$ cat config.mk
export PLATFORM = sky130hd
export DESIGN_NAME = biquad_mc
export DESIGN_NICKNAME = d
export VERILOG_FILES = /design/src/rtl/biquad_pkg.sv /design/src/rtl/biquad_mac.sv /design/src/rtl/biquad_mc.sv
export SDC_FILE = /design/constraint.sdc
export NUM_CORES = 2
export LEC_CHECK = 0
export ABC_AREA = 1
export CAP_MARGIN = 20
export CORE_UTILIZATION = 60
export CTS_BUF_LIST = sky130_fd_sc_hd__clkbuf_4 sky130_fd_sc_hd__clkbuf_8
export DETAILED_ROUTE_END_ITERATION = 10
export GPL_ROUTABILITY_DRIVEN = 0
export PLACE_DENSITY = 0.77
export SETUP_SLACK_MARGIN = 0.15
export SYNTH_ARGS = -nofsm -noshare
export SYNTH_HDL_FRONTEND = slang
export SYNTH_SLANG_ARGS = --single-unit
$ cat constraint.sdc
create_clock -name clk_144 -period 10.2 [get_ports clk_144]
set_input_delay 2.04 -clock clk_144 [delete_from_list [all_inputs] [get_ports clk_144]]
set_output_delay 2.04 -clock clk_144 [all_outputs]
set_load 0.01 [all_outputs]
$ cat src/rtl/biquad_pkg.sv
`default_nettype none
// ============================================================================
// Module : biquad_pkg
// Brief  : Shared types, coefficient table and saturation helper for biquad_mc.
// Rev    : 1.0  initial release
// ============================================================================
package biquad_pkg;

   localparam int c_coef_w = 32;
   localparam int c_frac   = 30;

   typedef struct packed {
      logic signed [c_coef_w-1:0] b0;
      logic signed [c_coef_w-1:0] b1;
      logic signed [c_coef_w-1:0] b2;
      logic signed [c_coef_w-1:0] a1;
      logic signed [c_coef_w-1:0] a2;
   } coef_set_t;

   typedef enum logic [1:0] {
      S_IDLE  = 2'd0,
      S_MAC   = 2'd1,
      S_WRITE = 2'd2,
      S_DONE  = 2'd3
   } state_t;

   localparam coef_set_t c_bypass = '{
      b0: 32'sd1073741824, b1: 32'sd0, b2: 32'sd0, a1: 32'sd0, a2: 32'sd0
   };

   // Q2.30 highpass sets (100 Hz, 250 Hz, 500 Hz, 1 kHz); a-terms carry their sign.
   localparam coef_set_t c_coef_table [8] = '{
      c_bypass,
      '{b0: 32'sd1063920000, b1: -32'sd2127840000, b2: 32'sd1063920000,
        a1: 32'sd2127660000, a2: -32'sd1054280000},
      '{b0: 32'sd1041000000, b1: -32'sd2082000000, b2: 32'sd1041000000,
        a1: 32'sd2081000000, a2: -32'sd1009000000},
      '{b0: 32'sd1010000000, b1: -32'sd2020000000, b2: 32'sd1010000000,
        a1: 32'sd2015000000, a2: -32'sd946000000},
      '{b0: 32'sd948000000,  b1: -32'sd1896000000, b2: 32'sd948000000,
        a1: 32'sd1883000000, a2: -32'sd836000000},
      c_bypass,
      c_bypass,
      c_bypass
   };

   // Symmetric clamp to +/-(2^(width-1)-1).
   function automatic logic signed [63:0] sat(input logic signed [63:0] value, input int width);
      logic signed [63:0] lim;
      lim = (64'sd1 <<< (width - 1)) - 64'sd1;
      if (value > lim)
         return lim;
      else if (value < -lim)
         return -lim;
      return value;
   endfunction

endpackage
`default_nettype wire

$ cat src/rtl/biquad_mac.sv
`default_nettype none
// ============================================================================
// Module : biquad_mac
// Brief  : Registered multiply-accumulate with floor shift and dual clamp outputs.
// Rev    : 1.0  initial release
// ============================================================================
module biquad_mac
   import biquad_pkg::*;
#(
   parameter int COEF_W = 32,
   parameter int SMP_W  = 20,
   parameter int FRAC   = 30,
   parameter int OUT_W  = 16
) (
   input  logic                     clk_144,
   input  logic                     reset,
   input  logic                     i_en,
   input  logic                     i_start,
   input  logic signed [COEF_W-1:0] i_coef,
   input  logic signed [SMP_W-1:0]  i_smp,
   output logic signed [SMP_W-1:0]  o_y_hist,
   output logic signed [OUT_W-1:0]  o_y_out
);

   localparam int c_prod_w = COEF_W + SMP_W;
   localparam int c_acc_w  = c_prod_w + 3;

   logic signed [c_prod_w-1:0] w_prod;
   logic signed [c_acc_w-1:0]  r_acc;
   logic signed [c_acc_w-1:0]  w_shift;
   logic signed [63:0]         w_wide;

   assign w_prod = c_prod_w'(i_coef) * c_prod_w'(i_smp);

   always_ff @(posedge clk_144 or posedge reset) begin
      if (reset)
         r_acc <= '0;
      else if (i_en)
         r_acc <= i_start ? c_acc_w'(w_prod) : r_acc + c_acc_w'(w_prod);
   end

   assign w_shift  = r_acc >>> FRAC;
   assign w_wide   = 64'(w_shift);
   assign o_y_hist = SMP_W'(sat(w_wide, SMP_W));
   assign o_y_out  = OUT_W'(sat(w_wide, OUT_W));

endmodule
`default_nettype wire

$ cat src/rtl/biquad_mc.sv
`default_nettype none
// ============================================================================
// Module : biquad_mc
// Brief  : Time-multiplexed multi-channel biquad with one shared multiplier.
// Rev    : 1.0  initial release
// ============================================================================
module biquad_mc
   import biquad_pkg::*;
#(
   parameter int CHANNELS        = 2,
   parameter int DATA_W          = 16,
   parameter int COEF_W          = c_coef_w,
   parameter int FRAC            = c_frac,
   parameter int GUARD           = 4,
   parameter int CLEAR_ON_CHANGE = 1
) (
   input  logic                         clk_144,
   input  logic                         reset,
   input  logic [2:0]                   filter,
   input  logic                         clear,
   input  logic                         in_valid,
   output logic                         in_ready,
   input  logic [CHANNELS*DATA_W-1:0]   in_data,
   output logic                         out_valid,
   input  logic                         out_ready,
   output logic [CHANNELS*DATA_W-1:0]   out_data
);

   localparam int c_hist_w = DATA_W + GUARD;
   localparam int c_ch_w   = (CHANNELS > 1) ? $clog2(CHANNELS) : 1;
   localparam logic [c_ch_w-1:0] c_last_ch = c_ch_w'(CHANNELS - 1);

   state_t                       r_state, w_state_nxt;
   logic [c_ch_w-1:0]            r_ch;
   logic [2:0]                   r_tap;
   logic [2:0]                   r_sel;
   logic [2:0]                   r_prev_sel;
   logic                         r_clear_pend;
   logic [CHANNELS*DATA_W-1:0]   r_x0;
   logic [CHANNELS*DATA_W-1:0]   r_out_data;
   logic signed [DATA_W-1:0]     r_x1 [CHANNELS];
   logic signed [DATA_W-1:0]     r_x2 [CHANNELS];
   logic signed [c_hist_w-1:0]   r_y1 [CHANNELS];
   logic signed [c_hist_w-1:0]   r_y2 [CHANNELS];

   logic                         w_accept;
   logic                         w_zero_hist;
   logic signed [DATA_W-1:0]     w_x0;
   logic signed [c_hist_w-1:0]   w_smp;
   logic signed [COEF_W-1:0]     w_coef;
   logic signed [c_hist_w-1:0]   w_y_hist;
   logic signed [DATA_W-1:0]     w_y_out;
   coef_set_t                    w_set;

   assign w_accept = (r_state == S_IDLE) && in_valid;

   // History is wiped on accept (filter change / clear / pending clear) or by clear while idle.
   assign w_zero_hist = (w_accept && (((CLEAR_ON_CHANGE != 0) && (filter != r_prev_sel))
                                      || clear || r_clear_pend))
                      || ((r_state == S_IDLE) && clear);

   always_ff @(posedge clk_144 or posedge reset) begin
      if (reset)
         r_state <= S_IDLE;
      else
         r_state <= w_state_nxt;
   end

   always_comb begin
      w_state_nxt = r_state;
      in_ready    = 1'b0;
      out_valid   = 1'b0;
      case (r_state)
         S_IDLE: begin
            in_ready = 1'b1;
            if (in_valid)
               w_state_nxt = S_MAC;
         end
         S_MAC: begin
            if (r_tap == 3'd4)
               w_state_nxt = S_WRITE;
         end
         S_WRITE: begin
            w_state_nxt = (r_ch == c_last_ch) ? S_DONE : S_MAC;
         end
         S_DONE: begin
            out_valid = 1'b1;
            if (out_ready)
               w_state_nxt = S_IDLE;
         end
         default: w_state_nxt = S_IDLE;
      endcase
   end

   assign w_x0  = r_x0[r_ch*DATA_W +: DATA_W];
   assign w_set = c_coef_table[r_sel];

   always_comb begin
      w_smp  = '0;
      w_coef = '0;
      case (r_tap)
         3'd0: begin w_smp = c_hist_w'(w_x0);       w_coef = COEF_W'(w_set.b0); end
         3'd1: begin w_smp = c_hist_w'(r_x1[r_ch]); w_coef = COEF_W'(w_set.b1); end
         3'd2: begin w_smp = c_hist_w'(r_x2[r_ch]); w_coef = COEF_W'(w_set.b2); end
         3'd3: begin w_smp = r_y1[r_ch];            w_coef = COEF_W'(w_set.a1); end
         3'd4: begin w_smp = r_y2[r_ch];            w_coef = COEF_W'(w_set.a2); end
         default: ;
      endcase
   end

   biquad_mac #(
      .COEF_W (COEF_W),
      .SMP_W  (c_hist_w),
      .FRAC   (FRAC),
      .OUT_W  (DATA_W)
   ) u_mac (
      .clk_144  (clk_144),
      .reset    (reset),
      .i_en     (r_state == S_MAC),
      .i_start  (r_tap == 3'd0),
      .i_coef   (w_coef),
      .i_smp    (w_smp),
      .o_y_hist (w_y_hist),
      .o_y_out  (w_y_out)
   );

   always_ff @(posedge clk_144 or posedge reset) begin
      if (reset) begin
         r_ch         <= '0;
         r_tap        <= '0;
         r_sel        <= '0;
         r_prev_sel   <= '0;
         r_clear_pend <= 1'b0;
         r_x0         <= '0;
         r_out_data   <= '0;
         for (int c = 0; c < CHANNELS; c++) begin
            r_x1[c] <= '0;
            r_x2[c] <= '0;
            r_y1[c] <= '0;
            r_y2[c] <= '0;
         end
      end else begin
         if (w_zero_hist) begin
            for (int c = 0; c < CHANNELS; c++) begin
               r_x1[c] <= '0;
               r_x2[c] <= '0;
               r_y1[c] <= '0;
               r_y2[c] <= '0;
            end
         end
         case (r_state)
            S_IDLE: begin
               if (in_valid) begin
                  r_x0         <= in_data;
                  r_sel        <= filter;
                  r_prev_sel   <= filter;
                  r_ch         <= '0;
                  r_tap        <= '0;
                  r_clear_pend <= 1'b0;
               end else if (clear) begin
                  r_clear_pend <= 1'b0;
               end
            end
            S_MAC: r_tap <= r_tap + 3'd1;
            S_WRITE: begin
               r_out_data[r_ch*DATA_W +: DATA_W] <= w_y_out;
               r_x2[r_ch] <= r_x1[r_ch];
               r_x1[r_ch] <= w_x0;
               r_y2[r_ch] <= r_y1[r_ch];
               r_y1[r_ch] <= w_y_hist;
               r_tap      <= '0;
               if (r_ch != c_last_ch)
                  r_ch <= r_ch + 1'b1;
            end
            default: ;
         endcase
         // A clear arriving mid-frame is deferred so the frame in flight keeps its history.
         if ((r_state != S_IDLE) && clear)
            r_clear_pend <= 1'b1;
      end
   end

   assign out_data = r_out_data;

endmodule
`default_nettype wire
==> report_table.html <==
<table>
<tr><th>Metric</th><th>Value</th></tr>
<tr><th colspan="2">Run status</th></tr>
<tr><td>Run status</td><td>complete, no violations</td></tr>
<tr><th colspan="2">STA</th></tr>
<tr><td>Share of the cycle needed by the critical path after routing</td><td>95.6%</td></tr>
<tr><td>Number of pins with negative max-slew slack in the final report</td><td>0</td></tr>
<tr><td>Measured slew at the worst slew-check pin</td><td>1040 ps</td></tr>
<tr><td>Setup repair after global routing missed its margin</td><td>true</td></tr>
<tr><td>Max-slew headroom at the worst pin</td><td>29.7%</td></tr>
<tr><td>Final TNS setup</td><td>0 ps</td></tr>
<tr><td>Crit path time final</td><td>9750 ps</td></tr>
<tr><td>Final hold vios</td><td>0</td></tr>
<tr><td>Setup violations, final</td><td>0</td></tr>
<tr><td>Max frequency</td><td>103 MHz</td></tr>
<tr><td>Worst Clk Skew</td><td>39.9 ps</td></tr>
<tr><th colspan="2">Placed design</th></tr>
<tr><td>Hpwl dp</td><td>93,400 um</td></tr>
<tr><td>Input/output buffers</td><td>73</td></tr>
<tr><th colspan="2">Routing</th></tr>
<tr><td>Per-cell routed wire length</td><td>19.2 um</td></tr>
<tr><td>Iteration count of the initial detailed-routing pass</td><td>6</td></tr>
<tr><td>Routed metal-1 wirelength</td><td>45,600 um</td></tr>
<tr><td>Routed Antenna Nets</td><td>0</td></tr>
<tr><td>Via count</td><td>34,600</td></tr>
<tr><td>Remaining routing DRC violations</td><td>0</td></tr>
<tr><td>DR vias/cell</td><td>5.63</td></tr>
<tr><td>Post-detailed-routing wire length</td><td>118,000 um</td></tr>
<tr><td>DR WL met2</td><td>50,300 um</td></tr>
<tr><td>Top routing layer used</td><td>met4</td></tr>
<tr><td>Iteration-0 DRC count of the detailed router</td><td>4,086</td></tr>
<tr><td>Amount of wire on met3 after detailed routing</td><td>14,900 um</td></tr>
<tr><th colspan="2">Finish</th></tr>
<tr><td>Share of cells above drive strength 1</td><td>7.98%</td></tr>
<tr><td>Final antenna diode count</td><td>0</td></tr>
<tr><td>Area growth from synthesis to layout</td><td>9.59%</td></tr>
<tr><td>Post-layout net count</td><td>6,059</td></tr>
<tr><th colspan="2">Critical path</th></tr>
<tr><td>Type of origin of the critical path</td><td>flip-flop</td></tr>
<tr><td>Endpoint required time on the critical path</td><td>10,760 ps</td></tr>
<tr><td>Slowest library cell on the worst path</td><td>fa_1</td></tr>
<tr><td>Slowest cell delay on critical path</td><td>570 ps</td></tr>
<tr><td>CP most frequent cell</td><td>nand2_1</td></tr>
<tr><td>Internal reg-to-reg setup slack</td><td>450 ps</td></tr>
<tr><td>Top fanout value on the critical path</td><td>10</td></tr>
<tr><td>Category of the most critical setup path</td><td>flip-flop to flip-flop</td></tr>
<tr><td>Critical Path AT</td><td>10,310 ps</td></tr>
<tr><td>Worst setup EP type</td><td>flip-flop</td></tr>
<tr><th colspan="2">Floorplan</th></tr>
<tr><td>Placeable core area</td><td>0.0630 mm2</td></tr>
<tr><td>Initial core utilization</td><td>60.6%</td></tr>
<tr><td>Die height</td><td>254 um</td></tr>
<tr><td>Die Span X</td><td>254 um</td></tr>
<tr><td>Number of cell rows</td><td>92</td></tr>
<tr><td>Area of the die</td><td>0.0647 mm2</td></tr>
<tr><td># IOs</td><td>74</td></tr>
<tr><th colspan="2">Global route</th></tr>
<tr><td>Number of global-route vias before repair</td><td>34,000</td></tr>
<tr><td>Initial antenna violation count</td><td>0</td></tr>
<tr><td>Total GRT Usage</td><td>37.6%</td></tr>
<tr><td>Wire length of the first global-routing pass</td><td>187,000 um</td></tr>
<tr><td>Aggregate global routing overflow</td><td>0</td></tr>
<tr><td>Maximum number of pins on one net before global-route repair</td><td>196</td></tr>
<tr><th colspan="2">Synth</th></tr>
<tr><td>Area fraction in and, or, nand and nor cells after synthesis</td><td>21.9%</td></tr>
<tr><td>Main area contributors after synthesis</td><td>fa_1, dfrtp_1, inv_1</td></tr>
<tr><td>Sequential share of the synthesized area</td><td>17.6%</td></tr>
<tr><td>Avg Synthesized Cell Area</td><td>7.43 um2</td></tr>
<tr><td>Number of instances in the synthesized netlist</td><td>5,141</td></tr>
<tr><td>XOR/XNOR Fraction of Synth Area</td><td>0.845%</td></tr>
<tr><td>Multiplexer share of the synthesized area</td><td>0%</td></tr>
<tr><td>Combinational family with the most area after synthesis</td><td>adder cells</td></tr>
<tr><td>Most numerous cell in the Yosys netlist</td><td>inv_1</td></tr>
<tr><td>Area share of the leading cell type in the synthesized netlist</td><td>28.9%</td></tr>
<tr><td>Area fraction in compound gates after synthesis</td><td>9.34%</td></tr>
<tr><td>Top flip-flop cell by instance count after synthesis</td><td>dfrtp_1</td></tr>
<tr><td>Post-synthesis sequential element count</td><td>268</td></tr>
<tr><td>Synthesized area</td><td>0.0382 mm2</td></tr>
<tr><td>EDFF count, synth</td><td>0</td></tr>
<tr><td>Cell type with the largest total area after synthesis</td><td>fa_1</td></tr>
<tr><td>Top cells by count, synth</td><td>inv_1, nand2_1, fa_1, nor2_1, dfrtp_1</td></tr>
<tr><td>Number of nets produced by synthesis</td><td>5,919</td></tr>
<tr><td>Post-synthesis share of cell area spent on full adders, half adders and majority gates</td><td>35.0%</td></tr>
<tr><td>Number of library cell types mapped by synthesis</td><td>58</td></tr>
<tr><td>FFs w/ async S/R, synth</td><td>100%</td></tr>
<tr><td>Count of yosys warnings during synthesis</td><td>0</td></tr>
<tr><th colspan="2">Clocking</th></tr>
<tr><td>Clock-pin slew reported for the worst setup and hold paths after clock tree synthesis</td><td>70 ps</td></tr>
<tr><td>Maximum buffer depth of the clock tree</td><td>3</td></tr>
<tr><td>Post-cts hold buffer count</td><td>0</td></tr>
<tr><td>Buffer type at the clock tree root</td><td>clkbuf_8</td></tr>
<tr><td>Latest clock arrival within the worst-skew pair</td><td>620 ps</td></tr>
<tr><td>Clock sinks</td><td>268</td></tr>
<tr><td>TritonCTS Buffers</td><td>42</td></tr>
<tr><td>TritonCTS clock tree</td><td>yes</td></tr>
<tr><td>Number of H-tree branching levels</td><td>2</td></tr>
<tr><th colspan="2">Job</th></tr>
<tr><td>Max-cap check violation count</td><td>0</td></tr>
<tr><th colspan="2">Min path</th></tr>
<tr><td>Path type of the worst min-delay path</td><td>flip-flop to flip-flop</td></tr>
</table>
-- stage by stage --
stage          std cells  instance area (um2)  setup slack, ps  utilization [%]  hold slack, ps
6_report            6157                41800              445             66.5             488
5_1_grt             6157                41800             92.6             66.5             510
4_1_cts             6140                41400              238             65.8             486
3_5_place_dp        6066                40400              220             64.2             468
3_3_place_gp        6066                40400              183             64.2             461
2_1_floorplan       5141                38200              778                -             448
-- registers in the layout (all words and copies together), names as in the netlist, 32 cells and up --
signal / cells
out_data: 32
u_mac.r_acc: 50
r_x2: 32
r_x1: 32
r_y1: 40
r_x0: 32
r_y2: 40
-- cells by family after synthesis --
kind of cell	Yosys count
AO/OA/AOI/OAI	632
AND/OR/NAND/NOR	1983
flip-flops	268
XOR/XNOR	36
adder cells (fa/ha/maj)	738
buffers and inverters	1484
-- critical path: cells and delay by family, from the launching register on --
| family | cells | cell delay, ps |
|---|---|---|
| flops | 1 | 400 |
| buf+inv | 13 | 1150 |
| fa+ha+maj | 11 | 4710 |
| simple gates | 20 | 2810 |
| compound gates | 3 | 620 |
-- placed cells by master (no fill, tap or decap), types with 8 or more instances in the layout --
master	n
a31oi_1	22
fa_1	546
nand3_1	149
xor2_1	24
inv_1	1277
xnor2_1	8
clkbuf_8	56
dfrtp_1	267
buf_12	8
and2_1	28
o221ai_1	30
inv_2	30
buf_4	166
nor2_1	379
o22ai_1	83
nand2_1	1261
o21ai_0	228
inv_4	8
o21ai_1	9
nand2_2	8
nor2_2	25
a21oi_1	209
nor2_4	14
o21bai_1	20
clkbuf_4	12
nand4_1	39
nand3_2	8
ha_1	180
nor3_1	17
a21oi_2	8
clkdlybuf4s50_1	73
-- metal layers --
| layer | vias to the layer above | global-route usage (%) |
|---|---|---|
| met5 | - | 0 |
| met4 | 0 | 18.3 |
| met3 | 409 | 9.86 |
| met2 | 2068 | 55.0 |
| met1 | 16500 | 51.9 |
| li1 | 15600 | - |
-- final cells by class --
| cell class | count | area, um2 |
|---|---|---|
| flip-flops and latches | 268 | 6710 |
| repair buffers | 252 | 2200 |
| clock inverters | 6 | 100 |
| fillers | 5296 | 21100 |
| well taps | 846 | 1060 |
| multi-input cells | 3389 | 25900 |
| inverters | 1328 | 5050 |
| clock buffers | 68 | 861 |
-- worst paths after layout --
| check | to | startpoint | cells past startpoint |
|---|---|---|---|
| max | u_mac.r_acc[36]$_DFFE_PP0P_ | r_tap[0]$_DFFE_PP0P_ | 47 |
| min | r_y2[19]$_DFF_PP0_ | r_y2[19]$_DFF_PP0_ | 2 |
| max reg2reg | u_mac.r_acc[36]$_DFFE_PP0P_ | r_tap[0]$_DFFE_PP0P_ | 47 |
| min reg2reg | r_y2[19]$_DFF_PP0_ | r_y2[19]$_DFF_PP0_ | 2 |
| max in group asynchronous | r_x0[0]$_DFFE_PP0P_ | reset | 3 |
| min in group asynchronous | u_mac.r_acc[46]$_DFFE_PP0P_ | reset | 2 |
-- repair_timing --
item | 4_1_cts | 5_1_grt
endpoints found under the hold margin | 0 | 0
pin swaps | 0 | 10
gates resized for setup | 1 | 88
setup endpoints to repair | 2 | 29
setup buffers | 0 | 16
Power is not shown: default switching activity piles up to over one toggle a cycle in this logic, so the estimate is an artifact.
